$ cat src/rtl/prom_access_arbiter_if.sv
// Bundles the two requester channels, the shared response and the PROM pins.
// The arbiter connects through the slave modport; the requesters and the PROM connect through master.
interface prom_access_arbiter_if #(
   parameter int AW = 8,
   parameter int DW = 4
);
   logic          req0;
   logic [AW-1:0] addr0;
   logic          gnt0;
   logic          rsp_valid0;
   logic          req1;
   logic [AW-1:0] addr1;
   logic          gnt1;
   logic          rsp_valid1;
   logic [DW-1:0] rsp_data;
   logic          busy;
   logic [AW-1:0] prom_a;
   logic          prom_ce1_b;
   logic          prom_ce2_b;
   logic [DW-1:0] prom_o;

   modport slave (
      input  req0, addr0, req1, addr1, prom_o,
      output gnt0, rsp_valid0, gnt1, rsp_valid1, rsp_data, busy,
             prom_a, prom_ce1_b, prom_ce2_b
   );

   modport master (
      output req0, addr0, req1, addr1, prom_o,
      input  gnt0, rsp_valid0, gnt1, rsp_valid1, rsp_data, busy,
             prom_a, prom_ce1_b, prom_ce2_b
   );
endinterface

$ cat src/rtl/prom_access_arbiter.sv
// Round-robin sharing of one registered 256x4 PROM between two requesters.
// Each nibble returns to its issuer exactly two cycles after the grant.
module prom_access_arbiter #(
   parameter int AW        = 8,
   parameter int DW        = 4,
   parameter int INIT_WAIT = 4
) (
   input logic                  clk,
   input logic                  reset,
   prom_access_arbiter_if.slave bus
);
   typedef enum logic {S_INIT, S_RUN} state_t;

   localparam int CW = (INIT_WAIT > 1) ? $clog2(INIT_WAIT) : 1;
   localparam logic [CW-1:0] CNT_LAST = CW'(INIT_WAIT - 1);

   state_t        state_q, state_d;
   logic [CW-1:0] cnt_q, cnt_d;
   logic          last_q, last_d;
   logic          s1_vld_q, s1_vld_d;
   logic          s1_id_q, s1_id_d;
   logic          s2_vld_q, s2_vld_d;
   logic          s2_id_q, s2_id_d;
   logic [DW-1:0] rsp_data_q, rsp_data_d;
   logic          gnt0, gnt1;

   always_ff @(posedge clk) begin
      if (reset) begin
         state_q    <= S_INIT;
         cnt_q      <= '0;
         last_q     <= 1'b1;
         s1_vld_q   <= 1'b0;
         s1_id_q    <= 1'b0;
         s2_vld_q   <= 1'b0;
         s2_id_q    <= 1'b0;
         rsp_data_q <= '0;
      end else begin
         state_q    <= state_d;
         cnt_q      <= cnt_d;
         last_q     <= last_d;
         s1_vld_q   <= s1_vld_d;
         s1_id_q    <= s1_id_d;
         s2_vld_q   <= s2_vld_d;
         s2_id_q    <= s2_id_d;
         rsp_data_q <= rsp_data_d;
      end
   end

   always_comb begin
      state_d = state_q;
      cnt_d   = cnt_q;
      last_d  = last_q;
      gnt0    = 1'b0;
      gnt1    = 1'b0;
      if (state_q == S_INIT) begin
         cnt_d = cnt_q + CW'(1);
         if (cnt_q == CNT_LAST) state_d = S_RUN;
      end else if (!reset) begin
         // last_q==1 means requester 1 won most recently, so 0 takes a tie
         if (bus.req0 && (!bus.req1 || last_q)) gnt0 = 1'b1;
         else if (bus.req1)                      gnt1 = 1'b1;
      end
      if (gnt0) last_d = 1'b0;
      if (gnt1) last_d = 1'b1;

      s1_vld_d   = gnt0 | gnt1;
      s1_id_d    = gnt1;
      s2_vld_d   = s1_vld_q;
      s2_id_d    = s1_id_q;
      rsp_data_d = s1_vld_q ? bus.prom_o : rsp_data_q;
   end

   assign bus.gnt0       = gnt0;
   assign bus.gnt1       = gnt1;
   assign bus.prom_a     = gnt0 ? bus.addr0 : (gnt1 ? bus.addr1 : '0);
   assign bus.prom_ce1_b = ~(gnt0 | gnt1);
   assign bus.prom_ce2_b = ~(gnt0 | gnt1);
   // Gating with reset drops responses already due in the reset cycle itself
   assign bus.rsp_valid0 = s2_vld_q & ~s2_id_q & ~reset;
   assign bus.rsp_valid1 = s2_vld_q &  s2_id_q & ~reset;
   assign bus.rsp_data   = rsp_data_q;
   assign bus.busy       = (state_q == S_INIT) | reset;
endmodule
$ cat src/flat_wrapper.sv
// flat-port wrapper written by rule: the top's interface ports become plain ports
module prom_access_arbiter_flat 
#(
   parameter int AW        = 8,
   parameter int DW        = 4,
   parameter int INIT_WAIT = 4
)
  (clk, reset, bus_req0, bus_addr0, bus_req1, bus_addr1, bus_prom_o, bus_gnt0, bus_rsp_valid0, bus_gnt1, bus_rsp_valid1, bus_rsp_data, bus_busy, bus_prom_a, bus_prom_ce1_b, bus_prom_ce2_b);
  prom_access_arbiter_if #(.AW(AW), .DW(DW)) bus_i ();
  input logic clk;
  input logic reset;
  input wire logic [$bits(bus_i.req0)-1:0] bus_req0;
  input wire logic [$bits(bus_i.addr0)-1:0] bus_addr0;
  input wire logic [$bits(bus_i.req1)-1:0] bus_req1;
  input wire logic [$bits(bus_i.addr1)-1:0] bus_addr1;
  input wire logic [$bits(bus_i.prom_o)-1:0] bus_prom_o;
  output wire logic [$bits(bus_i.gnt0)-1:0] bus_gnt0;
  output wire logic [$bits(bus_i.rsp_valid0)-1:0] bus_rsp_valid0;
  output wire logic [$bits(bus_i.gnt1)-1:0] bus_gnt1;
  output wire logic [$bits(bus_i.rsp_valid1)-1:0] bus_rsp_valid1;
  output wire logic [$bits(bus_i.rsp_data)-1:0] bus_rsp_data;
  output wire logic [$bits(bus_i.busy)-1:0] bus_busy;
  output wire logic [$bits(bus_i.prom_a)-1:0] bus_prom_a;
  output wire logic [$bits(bus_i.prom_ce1_b)-1:0] bus_prom_ce1_b;
  output wire logic [$bits(bus_i.prom_ce2_b)-1:0] bus_prom_ce2_b;
  assign bus_i.req0 = bus_req0;
  assign bus_i.addr0 = bus_addr0;
  assign bus_i.req1 = bus_req1;
  assign bus_i.addr1 = bus_addr1;
  assign bus_i.prom_o = bus_prom_o;
  assign bus_gnt0 = bus_i.gnt0;
  assign bus_rsp_valid0 = bus_i.rsp_valid0;
  assign bus_gnt1 = bus_i.gnt1;
  assign bus_rsp_valid1 = bus_i.rsp_valid1;
  assign bus_rsp_data = bus_i.rsp_data;
  assign bus_busy = bus_i.busy;
  assign bus_prom_a = bus_i.prom_a;
  assign bus_prom_ce1_b = bus_i.prom_ce1_b;
  assign bus_prom_ce2_b = bus_i.prom_ce2_b;
  prom_access_arbiter #(.AW(AW), .DW(DW), .INIT_WAIT(INIT_WAIT)) u_core (.clk(clk), .reset(reset), .bus(bus_i));
endmodule
$ cat config.mk
export PLATFORM = sky130hd
export DESIGN_NAME = prom_access_arbiter_flat
export DESIGN_NICKNAME = d
export VERILOG_FILES = /design/src/rtl/prom_access_arbiter_if.sv /design/src/rtl/prom_access_arbiter.sv /design/src/flat_wrapper.sv
export SDC_FILE = /design/constraint.sdc
export NUM_CORES = 1
export LEC_CHECK = 0
export ABC_AREA = 0
export ABC_CLOCK_PERIOD_IN_PS = 1200
export BUFFER_PORTS_ARGS = -buffer_cell sky130_fd_sc_hd__buf_2
export CORE_MARGIN = 8
export CORE_UTILIZATION = 34
export DETAILED_ROUTE_END_ITERATION = 8
export HOLD_SLACK_MARGIN = 0.15
export PLACE_DENSITY_LB_ADDON = 0.05
export SLEW_MARGIN = 10
export SYNTH_ARGS = -nofsm -noshare
export SYNTH_HDL_FRONTEND = slang
export SYNTH_SLANG_ARGS = --single-unit
$ cat constraint.sdc
create_clock -name clk -period 1.2 [get_ports clk]
set_input_delay 0.24 -clock clk [delete_from_list [all_inputs] [get_ports clk]]
set_output_delay 0.24 -clock clk [all_outputs]
set_load 0.02 [all_outputs]
==> results of run 1 <==
==> metrics by stage <==
stage	hold WS [ps]	cells	TNS [ps]	util	total power [mW]
floorplan	312	56	-1300	-	0.573
global placement	423	117	-1490	0.597	0.657
detailed placement	434	117	-1570	0.597	0.660
CTS	207	123	-3790	0.691	0.925
global route	209	124	-4180	0.704	0.979
finish	216	124	-3440	0.704	0.916
==> timing repair <==
| action | in CTS | in global routing |
|---|---|---|
| resized for setup | 29 | 7 |
| setup endpoints to repair | 13 | 15 |
| cloned | 1 | 0 |
| pin swaps | 6 | 0 |
| setup buffers | 2 | 3 |
==> worst max-delay path, stage by stage, from the launching register on <==
cell and delay (ps):
dfxtp_2 330, nor2b_4 130, and3_4 210, a22o_4 250, buf_6 130
==> worst max-delay path by stage <==
stage,slack [ps],depth (start not counted),startpoint,endpoint
2_1_floorplan,-150,4,u_core.state_q,bus_prom_a[0]
3_3_place_gp,-180,6,reset,bus_prom_a[5]
3_5_place_dp,-190,6,reset,bus_prom_a[1]
4_1_cts,-350,4,u_core.state_q,bus_prom_a[1]
5_1_grt,-400,5,u_core.state_q,bus_prom_a[1]
6_report,-350,4,u_core.state_q,bus_prom_a[5]
==> layout by cell type (no fill, tap or decap), drive strengths merged <==
cell type	netlist	final
a22o	8	8
nand3b	1	1
nand2b	1	1
a21oi	3	3
nor2	8	8
inv	2	2
or2	1	1
buf	3	53
a31oi	1	1
o21ai	1	1
mux2i	5	5
xor2	1	1
nor2b	3	3
and3b	1	1
clkbuf	2	3
dfxtp	12	12
and3	1	2
nor3b	1	1
ha	1	1
==> cell type report <==
| cell class | instances | share of cell area |
|---|---|---|
| Timing Repair Buffer | 53 | 0.363 |
| Multi-Input combinational cell | 38 | 0.362 |
| Sequential cell | 12 | 0.229 |
| Clock buffer | 3 | 0.0210 |
| Tap cell | 16 | 0.0187 |
| Inverter | 2 | 0.00700 |
==> cells by family (layout without fill, tap and decap cells) <==
kind of cell               after synthesis  in the layout  share of synthesized area
DFF                                     12             12                      0.429
AOI/OAI and AO/OA                       13             13                      0.179
muxes                                    5              5                     0.0893
and+or+nand+nor                         17             18                      0.185
adders and majority gates                1              1                     0.0223
buffers and inverters                    7             58                     0.0804
xor gates and xnor gates                 1              1                     0.0156
==> power groups by stage <==
| stage | clock (mW) | combinational, mW | sequential, mW |
|---|---|---|---|
| finish | 0.228 | 0.243 | 0.445 |
| global route | 0.264 | 0.267 | 0.448 |
| CTS | 0.241 | 0.239 | 0.445 |
| detailed placement | 0 | 0.206 | 0.454 |
| global placement | 0 | 0.204 | 0.453 |
| floorplan | 0 | 0.120 | 0.453 |
==> cells in the mapped netlist <==
library cell / instances
clkbuf_1: 2
or2_2: 1
a21oi_1: 2
nand2b_1: 1
nor2b_4: 1
dfxtp_1: 12
ha_1: 1
a21oi_2: 1
nand3b_1: 1
buf_4: 1
nor2b_1: 2
and3b_1: 1
buf_6: 2
inv_1: 2
xor2_1: 1
nor2_1: 8
a31oi_1: 1
a22o_1: 8
and3_4: 1
mux2i_1: 5
o21ai_0: 1
nor3b_1: 1
==> registers in the layout, indices dropped and copies added (netlist names) <==
name	cells
u_core.state_q	1
u_core.bus.rsp_data	4
u_core.s1_vld_q	1
u_core.cnt_q	2
u_core.s1_id_q	1
u_core.s2_id_q	1
u_core.last_q	1
u_core.s2_vld_q	1
==> routing by layer <==
metal	GRT usage	part of all wire
met5	0	0
met4	0.0412	0.010
met3	0.0517	0.063
met2	0.201	0.53
met1	0.120	0.40
==> out/qor.yml, run 1 <==
outcome: "complete, but fails checks"
violations: "negative setup slack"
drc_errors: 0
numClockSinks: 12
drtIter0Drc: 5
gp_congestion: 0.752
drv_slew: 0
fin_crit_ps: 1550
p_switching_uw: 242
ctsHtreeMaxLevel: 1
vdd_drop_max_mv: 0.598
yosysWarnings: 0
ys_seq_area_frac: 0.429
maxSlewHeadroom: 0.829
p_int_uw: 674
cp-end-kind: "output port"
dp_slack_ps: -190
timing.fmax_mhz: 647
worst_slack_ps: -346
reg2reg_to: "u_core.s1_vld_q"
cts_tree: "yes"
post-synth-top-area-fraction: 0.429
worst_clock_skew_ps: 2.36
r2r_setup_slack_ps: 40
final-setup-viol-count: 13
clk_path_buf_depth: 2
layout.nets: 135
whs_path_depth: 3
start_kind: "flop"
start_util: 0.368
switching_share: 0.264
ant_nets: 0
routedWlPerCell_um: 15.3
antenna_found_initial: 0
area_delta_synth_final_pct: 91.3
die_area_um2: 3200
worstSkewPairLatency_ps: 260
r2r-start: "u_core.state_q"
path_clk_slew_ps: 70
mappedNetlistArea_um2: 561
period_share: 1.29
clkPwrFrac: 0.249
syn_avg_cell_area_um2: 10.0
holdCritPathClass: "in2reg"
drt_wl_total_mm: 1.89
portBuffers: 42
min_to: "u_core.bus.rsp_data[0]"
r2r_cells: 7
yosysTopAreaCell: "dfxtp_1"
first_global_vias: 663
grt_max_degree: 13
power_density_nw_per_um2: 854
overflow: 0
maxCapViolCount: 0
seqCellArea_um2: 245
min_from: "bus_prom_o[0]"
seqPwrFrac: 0.486
num_antenna_cells: 0
rsz0062_at_grt: "true"
yosys-top-cells-area: "dfxtp_1 43%, a22o_1 13%, mux2i_1 8.9%"
drive_gt1_frac: 0.713
syn_inst: 56
tightest_slew_ps: 255
critPathRequiredTime_ps: 960
dr.pass1.iters: 4
vias: 594
syn-num-nets: 81
die_height_um: 56.6
crit_arrival_ps: 1310
power.share.combinational: 0.265
stdcell_area_um2: 1070
fillers: 116
crit_type: "reg2out"
grt_use_total: 0.116
synth-seq-cells: 12
multi_input_area_um2: 388
die_w_um: 56.6
num_rows: 14
cts_hold_buf: 0
hold_viol: 0
hpwl_mm: 1.43
postPlaceCellArea_um2: 910
cp_max_fo: 5
core_area_um2: 1520
numCtsBuffers: 3
p_leak_nw: 0.545
grt_pass1_wl_mm: 3.07
ios: 43
cts-root-buf: "clkbuf_4"
synthDistinctLibCells: 22
vias_per_cell: 4.79
Power figures use the tool's default switching activity.
==> inputs of run 2 (changes only) <==
--- a/config.mk
+++ b/config.mk
@@ -6,11 +6,11 @@
 export NUM_CORES = 1
 export LEC_CHECK = 0
 export ABC_AREA = 0
-export ABC_CLOCK_PERIOD_IN_PS = 1200
-export BUFFER_PORTS_ARGS = -buffer_cell sky130_fd_sc_hd__buf_2
-export CORE_MARGIN = 8
-export CORE_UTILIZATION = 34
+export ABC_CLOCK_PERIOD_IN_PS = 1600
+export CORE_AREA = 8 8 45 47
 export DETAILED_ROUTE_END_ITERATION = 8
+export DIE_AREA = 0 0 53 55
+export DONT_BUFFER_PORTS = 1
 export HOLD_SLACK_MARGIN = 0.15
 export PLACE_DENSITY_LB_ADDON = 0.05
 export SLEW_MARGIN = 10
==> constraint.sdc (replaced) <==
create_clock -name clk -period 1.6 [get_ports clk]
set_input_delay 0.32 -clock clk [delete_from_list [all_inputs] [get_ports clk]]
set_output_delay 0.32 -clock clk [all_outputs]
set_load 0.02 [all_outputs]
==> out/qor.yml, run 2 (same netlist as run 1, synthesis figures left out) <==
maxCapViolCount: 0  # unchanged
cts-root-buf: "clkbuf_4"
drc_errors: 0  # unchanged
cp-end-kind: "output port"
worst_slack_ps: -50.1  # +296 ps
period_share: 1.03
grt_pass1_wl_mm: 2.97  # -3.2%
r2r-start: "u_core.state_q"
grt_max_degree: 15  # +2
gp_congestion: 0.767  # +1.9%
clkPwrFrac: 0.335  # +0.086
largest_register_ffs: 4  # unchanged
die_area_um2: 2920  # -9.0%
ant_nets: 0  # unchanged
dr.pass1.iters: 2  # -2
core_area_um2: 1380  # -9.2%
numClockSinks: 12  # unchanged
critPathRequiredTime_ps: 1280  # +320 ps
portBuffers: 0  # -100%
holdWs_ps: 369  # +153 ps
reg2reg_to: "u_core.last_q"
p_switching_uw: 174  # -28%
worstSkewPairLatency_ps: 270  # about the same
die_w_um: 53  # -6.4%
worst_clock_skew_ps: 3.48  # +1.12 ps
drive_gt1_frac: 0.382  # -0.331
min_from: "bus_req0"
grt_use_total: 0.141  # +0.0246
r2r_cells: 5  # -2
clk_path_buf_depth: 2  # unchanged
tightest_slew_ps: 285  # +29.8 ps
drv_slew: 0  # unchanged
num_rows: 14  # unchanged
r2r_setup_slack_ps: 30  # about the same
power.share.combinational: 0.187  # -0.078
routedWlPerCell_um: 21.0  # +38%
vias_per_cell: 5.42  # +13%
drt_wl_total_mm: 1.93  # +2.1%
final_common_cell: "dlygate4sd3_1"
overflow: 0  # unchanged
area_delta_synth_final_pct: 55.4
num_antenna_cells: 0  # unchanged
hpwl_mm: 1.31  # -8.6%
timing.fmax_mhz: 606
whs_path_depth: 3  # unchanged
power_density_nw_per_um2: 811  # -5.1%
numCtsBuffers: 3  # unchanged
vdd_drop_max_mv: 0.552  # -7.6%
vias: 499  # -16%
slowest_delay_ps: 360  # +30 ps
start_util: 0.405  # +0.0372
switching_share: 0.246  # -0.0182
holdCritPathClass: "in2reg"
maxSlewHeadroom: 0.809  # -0.0202
fin_setup_tns_ps: -316  # +3130 ps
cp_max_fo: 5  # unchanged
path_clk_slew_ps: 70  # about the same
outcome: "complete, but fails checks"
min_to: "u_core.s1_vld_q"
final_cell_mix: "11 x dlygate4sd3_1, 10 x dfxtp_1, 8 x a22o_4, 8 x nor2_1, 6 x buf_4"
slowest_stage: "dfxtp_2"
layout.nets: 102  # -24%
die_height_um: 55  # -2.8%
antenna_found_initial: 0  # unchanged
fin_crit_ps: 1650
start_kind: "flop"
crit_type: "reg2out"
ios: 43  # unchanged
hold_viol: 0  # unchanged
final-setup-viol-count: 8  # -5
path_cells: "nand3b_1 -> a21oi_4 -> a22o_4"
first_global_vias: 565  # -15%
seqPwrFrac: 0.478  # -0.008
drtIter0Drc: 5  # unchanged
violations: "negative setup slack"
p_leak_nw: 0.386  # -29%
rsz0062_at_grt: "true"
p_int_uw: 533  # -21%
dp_slack_ps: 147  # +337 ps
ctsHtreeMaxLevel: 1  # unchanged
cts_tree: "yes"
crit_arrival_ps: 1330  # +20 ps
==> run 2: repair_timing <==
item,in CTS,in global routing
hold buffers,11,0
gates resized for setup,21,3
pin swaps,3,3
setup endpoints to repair,9,10
endpoints found under the hold margin,11,0
buffers inserted,2,1
gates cloned,2,0
==> run 2: final cells by class <==
class,instances,area (µm²)
fill,108,513
multi-input combinational,39,384
sequential,12,245
timing repair buffer,19,178
clock buffer,4,36.3
tap,16,20.0
inverter,2,7.51
==> run 2: stage by stage <==
step / power (mW) / cells / cell area [µm²] / utilization
after global routing: 0.753 / 92 / 871 / 0.629
after floorplan: 0.419 / 56 / 561 / -
after CTS: 0.708 / 91 / 852 / 0.616
final: 0.706 / 92 / 871 / 0.629
after global placement: 0.422 / 72 / 581 / 0.420
after detailed placement: 0.427 / 72 / 581 / 0.420
==> run 2: power groups by stage <==
stage	Combinational, mW	Sequential (mW)	Clock (mW)
6_report	0.132	0.338	0.237
5_1_grt	0.148	0.340	0.265
4_1_cts	0.127	0.337	0.244
3_5_place_dp	0.0821	0.345	0
3_3_place_gp	0.0784	0.343	0
2_1_floorplan	0.0801	0.339	0
==> run 2: per-layer routing <==
layer,vias up,share of wire,GRT usage
met1,241,0.32,0.118
met3,0,0.080,0.0508
met4,0,0,0.0517
met5,-,0,0
li1,242,-,-
met2,16,0.60,0.291
==> run 2: worst max-delay path by stage <==
| stage | start | to | slack, ps | depth (start not counted) |
|---|---|---|---|---|
| after floorplan | u_core.state_q | bus_prom_a[0] | 50 | 4 |
| after global placement | reset | bus_prom_a[0] | 200 | 3 |
| after detailed placement | reset | bus_prom_a[0] | 150 | 3 |
| after CTS | u_core.state_q | bus_prom_a[0] | -30 | 3 |
| after global routing | u_core.state_q | bus_prom_a[7] | -120 | 3 |
| final | u_core.state_q | bus_prom_a[0] | -50 | 3 |
==> run 2: worst max-delay path: cells and delay by family (launching register included) <==
| family | cells | cell delay, ps |
|---|---|---|
| AOI/OAI and AO/OA | 2 | 480 |
| DFF | 1 | 360 |
| and+or+nand+nor | 1 | 220 |
==> inputs of run 3 (changes only) <==
--- a/config.mk
+++ b/config.mk
@@ -5,11 +5,11 @@
 export SDC_FILE = /design/constraint.sdc
 export NUM_CORES = 1
 export LEC_CHECK = 0
-export ABC_AREA = 0
+export ABC_AREA = 1
 export ABC_CLOCK_PERIOD_IN_PS = 1600
-export CORE_AREA = 8 8 45 47
+export CORE_AREA = 2 2 39 41
 export DETAILED_ROUTE_END_ITERATION = 8
-export DIE_AREA = 0 0 53 55
+export DIE_AREA = 0 0 41 43
 export DONT_BUFFER_PORTS = 1
 export HOLD_SLACK_MARGIN = 0.15
 export PLACE_DENSITY_LB_ADDON = 0.05
==> out/qor.yml, run 3 <==
synthXorXnorAreaFrac: 0  # -0.0156
seqPwrFrac: 0.501  # +0.023
synth-simple-area-share: 0.450  # +0.265
ys_seq_area_frac: 0.389  # -0.0391
grt_use_total: 0.159  # +0.0182
final-setup-viol-count: 0  # -8
clkPwrFrac: 0.339  # +0.004
yosysWarnings: 0  # unchanged
num_rows: 14  # unchanged
power_density_nw_per_um2: 886  # +9.2%
cp_max_fo: 6  # +1
drt_wl_total_mm: 1.28  # -34%
cp-end-kind: "output port"
post-synth-top-area-fraction: 0.389  # -0.0391
area_delta_synth_final_pct: 28.0
hold_viol: 0  # unchanged
final_cell_mix: "15 x nor2_1, 10 x dfxtp_1, 9 x nand2_2, 8 x nand3_1"
crit_type: "reg2out"
syn-num-nets: 108  # +33%
start_util: 0.446  # +0.0407
synth-edff-count: 0  # unchanged
vdd_drop_max_mv: 0.728  # +32%
vias: 536  # +7.4%
path_clk_slew_ps: 70  # about the same
synth-async-reset-ratio: 0  # unchanged
fin_crit_ps: 1540  # -109 ps
holdCritPathClass: "in2reg"
hpwl_um: 885  # -32%
portBuffers: 0  # unchanged
timing.fmax_mhz: 649  # +7.1%
synth-seq-cells: 12  # unchanged
syn_inst: 83  # +48%
routedWlPerCell_um: 12.2  # -42%
numClockSinks: 12  # unchanged
synth_most_common_cell: "nand2_1"
outcome: "completed"
p_switching_uw: 199  # +15%
synth_mux_area_frac: 0  # -0.0893
mappedNetlistArea_um2: 617  # +10%
synth_compound_area_frac: 0.0811  # -0.0974
p_leak_nw: 0.370  # -4.2%
r2r_setup_slack_ps: 570  # +540 ps
layout.nets: 115  # +13%
slowest_delay_ps: 350  # about the same
rsz0062_at_grt: "true"
grt_pass1_wl_mm: 1.90  # -36%
antenna_found_initial: 0  # unchanged
tightest_slew_ps: 376  # +90.5 ps
synth_top_family_by_area: "simple AND/OR/NAND/NOR gates"
synth_common_cells: "23 x nand2_1, 16 x nor2_1, 12 x dfxtp_1, 8 x nand3_1, 7 x o21ai_0"
start_kind: "flop"
yosys.area_share.adder: 0.0203  # -0.00204
ctsHtreeMaxLevel: 1  # unchanged
die_w_um: 41  # -23%
worst-path-buf-inv: 1  # +1
maxSlewHeadroom: 0.749  # -0.0607
die_area_um2: 1760  # -40%
yosysTopAreaCell: "dfxtp_1"
cts-root-buf: "clkbuf_4"
power.share.combinational: 0.160  # -0.027
die_height_um: 43  # -22%
maxCapViolCount: 0  # unchanged
drv_slew: 0  # unchanged
cp_common_cell: "nand2_4"
crit_arrival_ps: 1220  # -110 ps
drc_errors: 0  # unchanged
overflow: 0  # unchanged
drtIter0Drc: 4  # -1
final_common_cell: "nor2_1"
synthDistinctLibCells: 14  # -36%
worst_clock_skew_ps: 4.67  # +1.19 ps
syn_avg_cell_area_um2: 7.43  # -26%
holdWs_ps: 190  # -179 ps
worstSkewPairLatency_ps: 270  # about the same
path_cells: "inv_2 -> nand2_4 -> nand2_8 -> nor2_8 -> nand2_2 -> nand2_4"
slowest_stage: "dfxtp_2"
first_global_vias: 462  # -18%
core_area_um2: 1380  # unchanged
numCtsBuffers: 3  # unchanged
critical_path.top_delay_family: "simple AND/OR/NAND/NOR gates"
ant_nets: 0  # unchanged
switching_share: 0.285  # +0.0388
gp_congestion: 0.669  # -13%
synth_flop_cell: "dfxtp_1"
yosys-top-cells-area: "dfxtp_1 39%, nand2_1 14%, nor2_1 9.7%"
drive_gt1_frac: 0.371  # -0.0108
dr.pass1.iters: 3  # +1
grt_max_degree: 12  # -3
period_share: 0.963  # -0.0679
critPathRequiredTime_ps: 1280  # about the same
clk_path_buf_depth: 2  # unchanged
cts_tree: "yes"
vias_per_cell: 5.10  # -5.9%
largest_register_ffs: 4  # unchanged
post-route-util: 0.571  # -0.0588
num_antenna_cells: 0  # unchanged
p_int_uw: 500  # -6.1%
ios: 43  # unchanged
-- run 3: cell types whose count changed after synthesis, sizes merged, moves of 2 or more --
cell    change
clkbuf      -2
nor2b       -3
mux2i       -5
o21ai       +6
nand2      +25
nand3       +8
inv         +5
a22o        -8
buf         -2
nor2       +11
-- run 3: worst paths after layout --
path / start / to / depth (start not counted)
worst min register to register: u_core.s1_id_q / u_core.s2_id_q / 2
worst min-delay path: bus_prom_o[1] / u_core.bus.rsp_data[1] / 2
worst max register to register: u_core.last_q / u_core.s1_vld_q / 6
worst max-delay path: u_core.last_q / bus_prom_a[6] / 6
-- run 3: timing repair --
item                       CTS  global route
pin swaps                    2            14
hold endpoints to repair     3             0
hold buffers                 1             0
setup buffers                0             1
resized for setup           11            17
cloned                       1             0
setup endpoints to repair    8             8
-- run 3: area by class of cell --
| type | count | area [µm²] |
|---|---|---|
| inverter | 7 | 28.8 |
| timing repair buffer | 2 | 30.0 |
| fill | 126 | 594 |
| sequential | 12 | 245 |
| clock buffer | 4 | 36.3 |
| multi-input combinational | 64 | 429 |
| tap | 16 | 20.0 |
-- run 3: cells by family after synthesis --
logic type,count (synthesis)
simple gates,52
compound gates,10
buf+inv,8
flops,12
fa+ha+maj,1
-- run 3: stage by stage --
stage	power [mW]	std cells	cell area [µm²]	setup slack [ps]	TNS, ps
2_1_floorplan	0.436	83	617	255	0
3_3_place_gp	0.448	98	629	198	0
3_5_place_dp	0.451	98	629	180	0
4_1_cts	0.697	104	712	8.15	0
5_1_grt	0.747	105	790	-30.1	-113
6_report	0.699	105	790	58.6	0
-- run 3: metal layers --
layer,up-vias,GRT usage,part of all wire
li1,279,-,-
met5,-,0,0
met2,28,0.256,0.47
met1,227,0.172,0.41
met4,0,0.0200,0.0062
met3,2,0.105,0.11
-- run 3: power groups by stage --
stage	clock, mW	combinational [mW]	sequential (mW)
2_1_floorplan	0	0.0829	0.353
4_1_cts	0.245	0.101	0.351
6_report	0.237	0.112	0.350
3_3_place_gp	0	0.0912	0.357
3_5_place_dp	0	0.0928	0.358
5_1_grt	0.268	0.123	0.356
